--- config.mk ---
export PLATFORM = sky130hd
export DESIGN_NAME = hamming_rx_monitor
export DESIGN_NICKNAME = d
export VERILOG_FILES = /design/src/rtl/hamming_pkg.sv /design/src/rtl/hamming_sync_fifo.sv /design/src/rtl/hamming_rx_monitor.sv
export SDC_FILE = /design/constraint.sdc
export NUM_CORES = 1
export LEC_CHECK = 0
export CORE_MARGIN = 2
export CORE_UTILIZATION = 53
export CTS_CLUSTER_SIZE = 28
export DETAILED_ROUTE_END_ITERATION = 10
export GPL_TIMING_DRIVEN = 0
export PLACE_DENSITY = 0.89
export SLEW_MARGIN = 10
export SYNTH_ARGS = -nofsm -noshare
export SYNTH_HDL_FRONTEND = slang
export SYNTH_HIERARCHICAL = 1
export SYNTH_SLANG_ARGS = --single-unit
--- constraint.sdc ---
create_clock -name clk -period 2.5 [get_ports clk]
set_input_delay 0.25 -clock clk [delete_from_list [all_inputs] [get_ports clk]]
set_output_delay 0.25 -clock clk [all_outputs]
set_load 0.01 [all_outputs]
--- src/rtl/hamming_pkg.sv ---
// -----------------------------------------------------------------------------
// hamming_pkg
// Shared definitions for the Hamming(16,11) SECDED receive path.
//   CW_W / DATA_W : codeword and data widths
//   health_t      : link-health encoding (OK / DEGRADED / FAILED)
//   DATA_POS      : codeword bit positions that carry data, LSB data bit first
//   extract_data  : strips the five parity positions (0, 1, 2, 4, 8)
// -----------------------------------------------------------------------------
package hamming_pkg;

    localparam int CW_W   = 16;
    localparam int DATA_W = 11;

    typedef enum logic [1:0] {
        OK       = 2'b00,
        DEGRADED = 2'b01,
        FAILED   = 2'b10
    } health_t;

    localparam logic [3:0] DATA_POS [DATA_W] = '{
        4'd3, 4'd5, 4'd6, 4'd7, 4'd9, 4'd10, 4'd11, 4'd12, 4'd13, 4'd14, 4'd15
    };

    function automatic logic [DATA_W-1:0] extract_data(input logic [CW_W-1:0] cw);
        logic [DATA_W-1:0] d;
        for (int i = 0; i < DATA_W; i++) begin
            d[i] = cw[DATA_POS[i]];
        end
        return d;
    endfunction

endpackage

--- src/rtl/hamming_sync_fifo.sv ---
// -----------------------------------------------------------------------------
// hamming_sync_fifo
// Single-clock FIFO with valid/ready on both sides, no write-to-read bypass.
// Parameters: DEPTH (power of two, >= 2), WIDTH (entry width).
// Ports:
//   clk, rst                 clock, asynchronous active-high reset
//   in_valid/in_ready/in_data    write side; in_ready = not full
//   out_valid/out_ready/out_data read side; out_data is zero while empty
// Pointers carry one extra wrap bit: equal pointers mean empty, pointers that
// differ only in the wrap bit mean full.
// -----------------------------------------------------------------------------
module hamming_sync_fifo #(
    parameter int DEPTH = 4,
    parameter int WIDTH = 12
) (
    input  logic             clk,
    input  logic             rst,
    input  logic             in_valid,
    output logic             in_ready,
    input  logic [WIDTH-1:0] in_data,
    output logic             out_valid,
    input  logic             out_ready,
    output logic [WIDTH-1:0] out_data
);

    localparam int          AW      = $clog2(DEPTH);
    localparam logic [AW:0] PTR_ONE = (AW + 1)'(1);

    logic [WIDTH-1:0] mem [DEPTH];
    logic [AW:0]      wr_ptr;
    logic [AW:0]      rd_ptr;
    logic             full;
    logic             empty;
    logic             push;
    logic             pop;

    assign empty = (wr_ptr == rd_ptr);
    assign full  = (wr_ptr[AW] != rd_ptr[AW]) && (wr_ptr[AW-1:0] == rd_ptr[AW-1:0]);

    // Both flags come from registered pointers only, so in_ready has no
    // combinational path from out_ready; a pop on a full FIFO frees the slot
    // one cycle later.
    assign in_ready  = !full;
    assign out_valid = !empty;
    assign push      = in_valid && !full;
    assign pop       = !empty && out_ready;

    // Gating with empty makes out_data read 0 out of reset even though the
    // storage itself is never cleared.
    assign out_data = empty ? '0 : mem[rd_ptr[AW-1:0]];

    always_ff @(posedge clk or posedge rst) begin
        // NOTE: sequential state uses non-blocking assignments so every flop
        // samples the pre-edge values, independent of statement order.
        if (rst) begin
            wr_ptr <= '0;
            rd_ptr <= '0;
        end else begin
            if (push) wr_ptr <= wr_ptr + PTR_ONE;
            if (pop)  rd_ptr <= rd_ptr + PTR_ONE;
        end
    end

    // NOTE: storage has no reset; the pointers alone define which entries are
    // live, and leaving the array unreset lets it map onto plain RAM.
    always_ff @(posedge clk) begin
        if (push) mem[wr_ptr[AW-1:0]] <= in_data;
    end

endmodule

--- src/rtl/hamming_rx_monitor.sv ---
// -----------------------------------------------------------------------------
// hamming_rx_monitor
// Receive stage behind the Hamming(16,11) SECDED decoder: extracts the 11 data
// bits, buffers them for the consumer, counts corrected/uncorrectable words and
// tracks a sticky link-health state.
// Parameters: DEPTH (FIFO entries), CNT_W (counter width),
//             SEC_THRESH (corrected count that degrades health).
// Ports:
//   clk, rst                    clock, asynchronous active-high reset
//   in_valid/in_ready           decoder handshake
//   in_codeword, in_sed, in_ded decoded word and its error flags
//   out_valid/out_ready         consumer handshake
//   out_data, out_corrected     extracted data and its corrected flag
//   sec_count, ded_count        saturating error counters
//   clear_counts                synchronous clear of counters and health
//   health                      00 OK, 01 DEGRADED, 10 FAILED
// Build option HAMMING_MON_DED_FWD_EN: forward uncorrectable words instead of
// dropping them, tagged on the extra output out_ded.
// -----------------------------------------------------------------------------
module hamming_rx_monitor
    import hamming_pkg::*;
#(
    parameter int DEPTH      = 4,
    parameter int CNT_W      = 8,
    parameter int SEC_THRESH = 16
) (
    input  logic              clk,
    input  logic              rst,
    input  logic              in_valid,
    output logic              in_ready,
    input  logic [CW_W-1:0]   in_codeword,
    input  logic              in_sed,
    input  logic              in_ded,
    output logic              out_valid,
    input  logic              out_ready,
    output logic [DATA_W-1:0] out_data,
    output logic              out_corrected,
    output logic [CNT_W-1:0]  sec_count,
    output logic [CNT_W-1:0]  ded_count,
    input  logic              clear_counts,
    output logic [1:0]        health
`ifdef HAMMING_MON_DED_FWD_EN
    ,
    output logic              out_ded
`endif
);

    localparam logic [CNT_W-1:0] CNT_MAX = '1;
    localparam logic [CNT_W-1:0] THRESH  = CNT_W'(SEC_THRESH);

    logic              accept;
    logic              is_ded;
    logic              is_sec;
    logic              fifo_in_valid;
    logic [CNT_W-1:0]  sec_next;
    logic [CNT_W-1:0]  ded_next;
    health_t           state;
    health_t           state_next;

    // DED outranks SED: a word flagged with both is uncorrectable.
    assign is_ded = in_ded;
    assign is_sec = in_sed && !in_ded;
    assign accept = in_valid && in_ready;

`ifdef HAMMING_MON_DED_FWD_EN
    localparam int WORD_W = DATA_W + 2;
    logic [WORD_W-1:0] fifo_in_data;
    logic [WORD_W-1:0] fifo_out_data;
    assign fifo_in_valid = in_valid;
    assign fifo_in_data  = {is_ded, is_sec, extract_data(in_codeword)};
    assign {out_ded, out_corrected, out_data} = fifo_out_data;
`else
    localparam int WORD_W = DATA_W + 1;
    logic [WORD_W-1:0] fifo_in_data;
    logic [WORD_W-1:0] fifo_out_data;
    // DED words still complete the handshake; they just never reach the FIFO.
    assign fifo_in_valid = in_valid && !is_ded;
    assign fifo_in_data  = {is_sec, extract_data(in_codeword)};
    assign {out_corrected, out_data} = fifo_out_data;
`endif

    logic fifo_in_ready;

    hamming_sync_fifo #(
        .DEPTH (DEPTH),
        .WIDTH (WORD_W)
    ) u_fifo (
        .clk       (clk),
        .rst       (rst),
        .in_valid  (fifo_in_valid),
        .in_ready  (fifo_in_ready),
        .in_data   (fifo_in_data),
        .out_valid (out_valid),
        .out_ready (out_ready),
        .out_data  (fifo_out_data)
    );

    // Acceptance is gated on FIFO space for every word, dropped or not.
    assign in_ready = fifo_in_ready;

    // Clear is applied first, then the accepted word is counted and the
    // health transition is evaluated from the cleared state.
    always_comb begin
        // NOTE: every signal gets its default before any branch, so no path
        // leaves it unassigned and no latch is inferred.
        sec_next   = clear_counts ? '0 : sec_count;
        ded_next   = clear_counts ? '0 : ded_count;
        state_next = clear_counts ? OK : state;
        if (accept && is_ded) begin
            if (ded_next != CNT_MAX) ded_next = ded_next + 1'b1;
            state_next = FAILED;
        end else if (accept && is_sec) begin
            if (sec_next != CNT_MAX) sec_next = sec_next + 1'b1;
            if (state_next == OK && sec_next >= THRESH) state_next = DEGRADED;
        end
    end

    always_ff @(posedge clk or posedge rst) begin
        if (rst) begin
            sec_count <= '0;
            ded_count <= '0;
            state     <= OK;
        end else begin
            sec_count <= sec_next;
            ded_count <= ded_next;
            state     <= state_next;
        end
    end

    assign health = state;

endmodule

Word-level counts from Yosys, hierarchy flattened
Memories as Yosys holds them, arrays and structs flattened.
Cells that the tools add are included.
{"block": "word_totals", "memories": 1, "register_bits": 24, "inputBits": 23, "out_inout_bits": 32, "wordCells": 45, "mem_bits_rw": 48}
{"block": "classes", "n_reduce_logical": 13, "n_mux": 16, "n_addsub": 4, "n_lt_le_gt_ge": 1, "n_eq_ne": 5}
{"name": "u_fifo.mem", "depth": 4, "word_bits": 12, "read_ports": 1, "rd_clocked_by_memory_dff": 0, "wr": 1, "line_no": "hamming_sync_fifo.sv:29", "text": "logic [WIDTH-1:0] mem [DEPTH];"}
{"cell": "8-bit 2-to-1 mux", "count": 9}
{"cell": "8-bit by 1-bit adder with 8-bit output (second input constant)", "count": 2}
{"cell": "8-bit != test (second input constant)", "count": 2}
{"cell": "12-bit 2-to-1 mux", "count": 1}
{"cell": "1-bit logical AND", "count": 9}
{"cell": "8-bit by 5-bit greater-or-equal comparator with 1-bit output (second input constant)", "count": 1}
{"cell": "2-bit 2-to-1 mux", "count": 4}
{"cell": "3-bit by 1-bit adder with 3-bit output (second input constant)", "count": 2}
{"cell": "3-bit == test", "count": 1}
{"cell": "1-bit logical NOT", "count": 3}
{"cell": "2-bit == test", "count": 1}
{"cell": "2-bit logical NOT", "count": 1}
{"cell": "1-bit 2-to-1 mux", "count": 2}
{"cell": "1-bit != test", "count": 1}

Depth between registers and ports, before layout
{"block": "depth", "ltp_word": 12, "mapped_depth": 7, "mapped_depth_nobuf": 6}

By module
The synthesis kept the hierarchy.
{"mod": "hamming_sync_fifo", "seq_area_each_um2": 1591.5, "instances": 1, "cells_each": 121, "area_per_inst_um2": 2339.7}
{"mod": "hamming_rx_monitor", "seq_area_each_um2": 450.4, "instances": 1, "cells_each": 108, "area_per_inst_um2": 1073.5}

Worst setup path before layout
Ideal clock, no wire load.
{"block": "synth_path", "kind": "reg-to-reg", "startpoint": "register u_fifo.rd_ptr[1]", "endpoint": "register sec_count[1]", "path_stages_with_launch": 7, "arrival_ns": 1.916, "slack_ns": 0.460, "setup_ns": 0.125, "period_less_slack_ns": 2.040, "required_ns": 2.375, "n_path_buf": 1, "path_cell_list": "dfrtp_1 buf_6 xor2_1 or3_4 nand4b_1 a31oi_4 mux2_2"}
{"block": "synth_via", "elab_chain_len": 7, "elab_cells_between_ends": 8, "cone_classes": "eq/ne: 1; mux: 2; reduce/logical: 5"}
{"element": "from (decl)", "line_no": "hamming_sync_fifo.sv:31", "text": "logic [AW:0] rd_ptr;"}
{"element": "from (signal assigned)", "line_no": "hamming_sync_fifo.sv:60", "text": "if (pop) rd_ptr <= rd_ptr + PTR_ONE;"}
{"element": "2-bit == test (*)", "line_no": "hamming_sync_fifo.sv:38", "text": "assign full = (wr_ptr[AW] != rd_ptr[AW]) && (wr_ptr[AW-1:0] == rd_ptr[AW-1:0]);"}
{"element": "1-bit logical AND (*)", "line_no": "hamming_sync_fifo.sv:38"}
{"element": "1-bit logical NOT (*)", "line_no": "hamming_sync_fifo.sv:43", "text": "assign in_ready = !full;"}
{"element": "via in_ready", "line_no": "hamming_rx_monitor.sv:30", "text": "output logic in_ready,"}
{"element": "1-bit logical AND (*)", "line_no": "hamming_rx_monitor.sv:63", "text": "assign accept = in_valid && in_ready;"}
{"element": "1-bit logical AND", "line_no": "hamming_rx_monitor.sv:112", "text": "end else if (accept && is_sec) begin"}
{"element": "8-bit 2-to-1 mux", "line_no": "hamming_rx_monitor.sv:112"}
{"element": "8-bit 2-to-1 mux (*)", "line_no": "hamming_rx_monitor.sv:109", "text": "if (accept && is_ded) begin"}
{"element": "via sec_next[1]", "line_no": "hamming_rx_monitor.sv:55", "text": "logic [CNT_W-1:0] sec_next;"}
{"element": "to (signal assigned)", "line_no": "hamming_rx_monitor.sv:124", "text": "sec_count <= sec_next;"}
{"element": "to (decl)", "line_no": "hamming_rx_monitor.sv:38", "text": "output logic [CNT_W-1:0] sec_count,"}
Mark *: on every way through the listed nets, which the timed path passes. The rest lies on a longest branch.
A chain may end at the register's enable or synchronous reset.

Worst setup path in the final report
{"block": "layout_path", "startpoint": "register u_fifo.rd_ptr[0]", "endpoint": "output port out_data[10]"}
{"block": "layout_via", "elab_chain_len": 2, "elab_cells_between_ends": 3, "cone_classes": "eq/ne: 1; mux: 1; memory: 1"}
{"element": "memory 4 x 12 bit or 3-bit == test (tied branches)"}
{"element": "12-bit 2-to-1 mux (*)", "line_no": "hamming_sync_fifo.sv:50", "text": "assign out_data = empty ? '0 : mem[rd_ptr[AW-1:0]];"}
{"element": "to (decl)", "line_no": "hamming_rx_monitor.sv:36", "text": "output logic [DATA_W-1:0] out_data,"}
Every way passes the cells marked *; elsewhere a longest branch is shown, timed or not.

==> flow_summary_export.csv <==
group,metric,value,unit
routing,routed-wl-met2,3280,um
synth,yosysSeqAreaShare,59.8,%
global_routing,grt_pass1_wl,10800,um
placed_design,gp_congestion,0.832,
setup_path,path_delay_family,"buffers and inverters",
clocking,htree_levels,3,
timing,final.setup_skew,0.00770,ns
routing,drt_iter0_markers,108,
clocking,cts-hold-fix-buffers,0,
global_routing,grt_antenna_before_repair,0,
routing,drc,0,
clocking,cts.path.max_buffers,2,
setup_path,crit_path_end_kind,"primary output",
synth,syn-num-nets,259,
setup_path,crit_buf_inv,3,
clocking,clockRootBuffer,"clkbuf_8",
synth,synth_warnings,6,
timing,relSlewSlack,52.3,%
synth,synth_top_area_share,42.2,%
routing,antenna_left,0,
placed_design,place_inst,355,
routing,vias_per_cell,5.64,
worst_hold_path,hold_class,"in -> async",
run_status,outcome,"finished, final reports clean",
placed_design,hpwl,4380,um
global_routing,grt-ovfl-total,0,
timing,drv_slew,0,
routing,wl_met3,375,um
setup_path,crit_path_start_kind,"flop",
routing,wl_per_cell,17.5,um
setup_path,cpPeakStageDelay,0.50,ns
cells_and_area,num_antenna_cells,0,
routing,met1_length,2810,um
global_routing,grt_pass1_vias,2198,
timing,hold_viol,0,
synth,synth-async-reset-ratio,33.3,%
clocking,cts_buffers,9,
synth,synth.most_common_cell,"edfxtp_1",
cells_and_area,area_growth,26.1,%
timing,tightest_slew,0.714,ns
setup_path,path_cells,"buf_6, buf_12, mux4_2, nor2b_2, clkdlybuf4s50_1",
timing,period_minus_slack,2.41,ns
synth,synth.area.top_cells,"edfxtp_1 (42%), dfrtp_1 (18%), mux4_2 (5.3%)",
timing,fin_setup_tns,0,ns
global_routing,grt_usage,19.9,%
cells_and_area,fin_nets,322,
cells_and_area,fillers,420,
floorplanning,die_y,84.3,um
timing,finalSetupViolCount,0,
clocking,worst_skew_pair.late_latency,0.35,ns
synth,synth_cells,229,
synth,yosys.area.top_type,"edfxtp_1",
routing,drt_pre_antenna_iters,4,
timing,rsz0062_at_grt,"false",
routing,drt-total-wl,6540,um
cells_and_area,drive_above_1_share,19.2,%
setup_path,r2r_setup_slack,0.27,ns
synth,syn_area,3410,um2
power,vdd_drop_max,0.649,mV
clocking,clkTransAtPathRegs,0.08,ns
synth,ys_seq_elements,72,
floorplanning,start_util,54.4,%
setup_path,critPathArrivalTime,2.16,ns
timing,max_freq,0.415,GHz
power,p_leak,0.00165,uW
floorplanning,pin_count,55,
floorplanning,coreArea,6280,um2
setup_path,worst-setup-path-type,"reg -> out",
setup_path,rr_startpoint,"u_fifo/rd_ptr[2]",
setup_path,critical-path-slowest-cell,"mux4_2",
flow_run,drv_cap,0,
timing,period_share,96.3,%
setup_path,cp.required,2.25,ns
clocking,cts_tree,"done",
placed_design,portBuffers,49,
synth,synth_edf_count,48,
routing,vias,2108,
cells_and_area,stdcell_count,374,
synth,synth_cell_types,45,
synth,synthFlopType,"edfxtp_1",
setup_path,crit_fanout,6,
floorplanning,dieWidth,84.3,um
setup_path,cp-startpoint,"u_fifo/rd_ptr[0]",
synth,avgSynthCellArea,14.9,um2
routing,top_layer,"met4",
power,p_per_area,1030,nW/um2
floorplanning,fp-row-count,29,
global_routing,grt_max_degree,19,
synth,synthTopCellsByCount,"edfxtp_1 (48), dfrtp_1 (24), nor2b_1 (13)",
clocking,cts.sinks,72,
floorplanning,dieArea,7100,um2
==> per-stage QoR <==
step                hold slack [ns]  instance area (um2)  power (uW)  util [%]  worst slack [ns]
floorplan                    0.0410                 3410        2640         -             0.460
global placement              0.513                 4000        3270      63.7             0.242
detailed placement            0.518                 4000        3330      63.7             0.206
CTS                           0.145                 4250        4420      67.7            0.0200
global route                  0.147                 4300        4670      68.5           0.00624
finish                        0.149                 4300        4430      68.5            0.0913
==> state kept, by name (all words and copies together) (netlist names) <==
| signal | flops |
|---|---|
| health | 2 |
| ded_count | 8 |
| sec_count | 8 |
| u_fifo/mem | 48 |
| u_fifo/wr_ptr | 3 |
| u_fifo/rd_ptr | 3 |
==> area by class of cell <==
cell class              instances  area, um2  area share (%)
inverters                       8       30.0           0.698
flip-flops and latches         72       2040            47.5
plain buffers                   8       77.6            1.80
clock inverters                 7        103            2.38
repair buffers                 52        523            12.2
well taps                      77       96.3            2.24
clock buffers                   9        124            2.88
multi-input cells             141       1310            30.4
==> routing by layer <==
layer	GRT usage, %	up-vias
met3	6.88	8
met4	6.45	0
met2	32.5	65
li1	-	996
met5	0	-
met1	25.2	1039
==> power by group <==
part           leakage [uW]  internal (uW)  switching, uW
clock              0.000111            573            457
sequential         0.000756           1440            122
combinational      0.000787            985            853
total               0.00165           3000           1430
==> repair_timing <==
action	in CTS	in global routing
setup buffers	0	3
endpoints found under the setup margin	9	9
resized for setup	5	7
==> worst paths after layout <==
check / end / cells past startpoint
max in group asynchronous: sec_count[0] / 2
setup / recovery: out_data[10] / 5
hold / removal: u_fifo/wr_ptr[2] / 2
hold reg to reg: u_fifo/wr_ptr[2] / 1
setup reg to reg: sec_count[1] / 5
min in group clk: u_fifo/mem[0][6] / 1
==> cell usage in the layout, fill, tap and decap left out, types with 5 or more instances in the layout <==
cell and instances:
xnor2_1 11, ha_1 7, nor2b_1 13, nor2b_2 9
clkdlybuf4s50_1 45, and3_1 5, clkbuf_8 9, dfrtp_1 23
inv_1 7, nand2b_1 6, nor2_1 11, mux2i_1 6
nand2_1 5, edfxtp_1 48, o31ai_1 5, nand3_1 5
a21oi_1 6, mux4_2 8
==> cell families after synthesis <==
| family | after synthesis | synth area share, % |
|---|---|---|
| and+or+nand+nor | 72 | 13.6 |
| muxes | 20 | 10.8 |
| AOI/OAI and AO/OA | 26 | 5.68 |
| adders and majority gates | 7 | 2.57 |
| DFF | 72 | 59.8 |
| xor gates and xnor gates | 16 | 4.66 |
| buffers and inverters | 16 | 2.86 |
(Power assumes the default switching activity.)
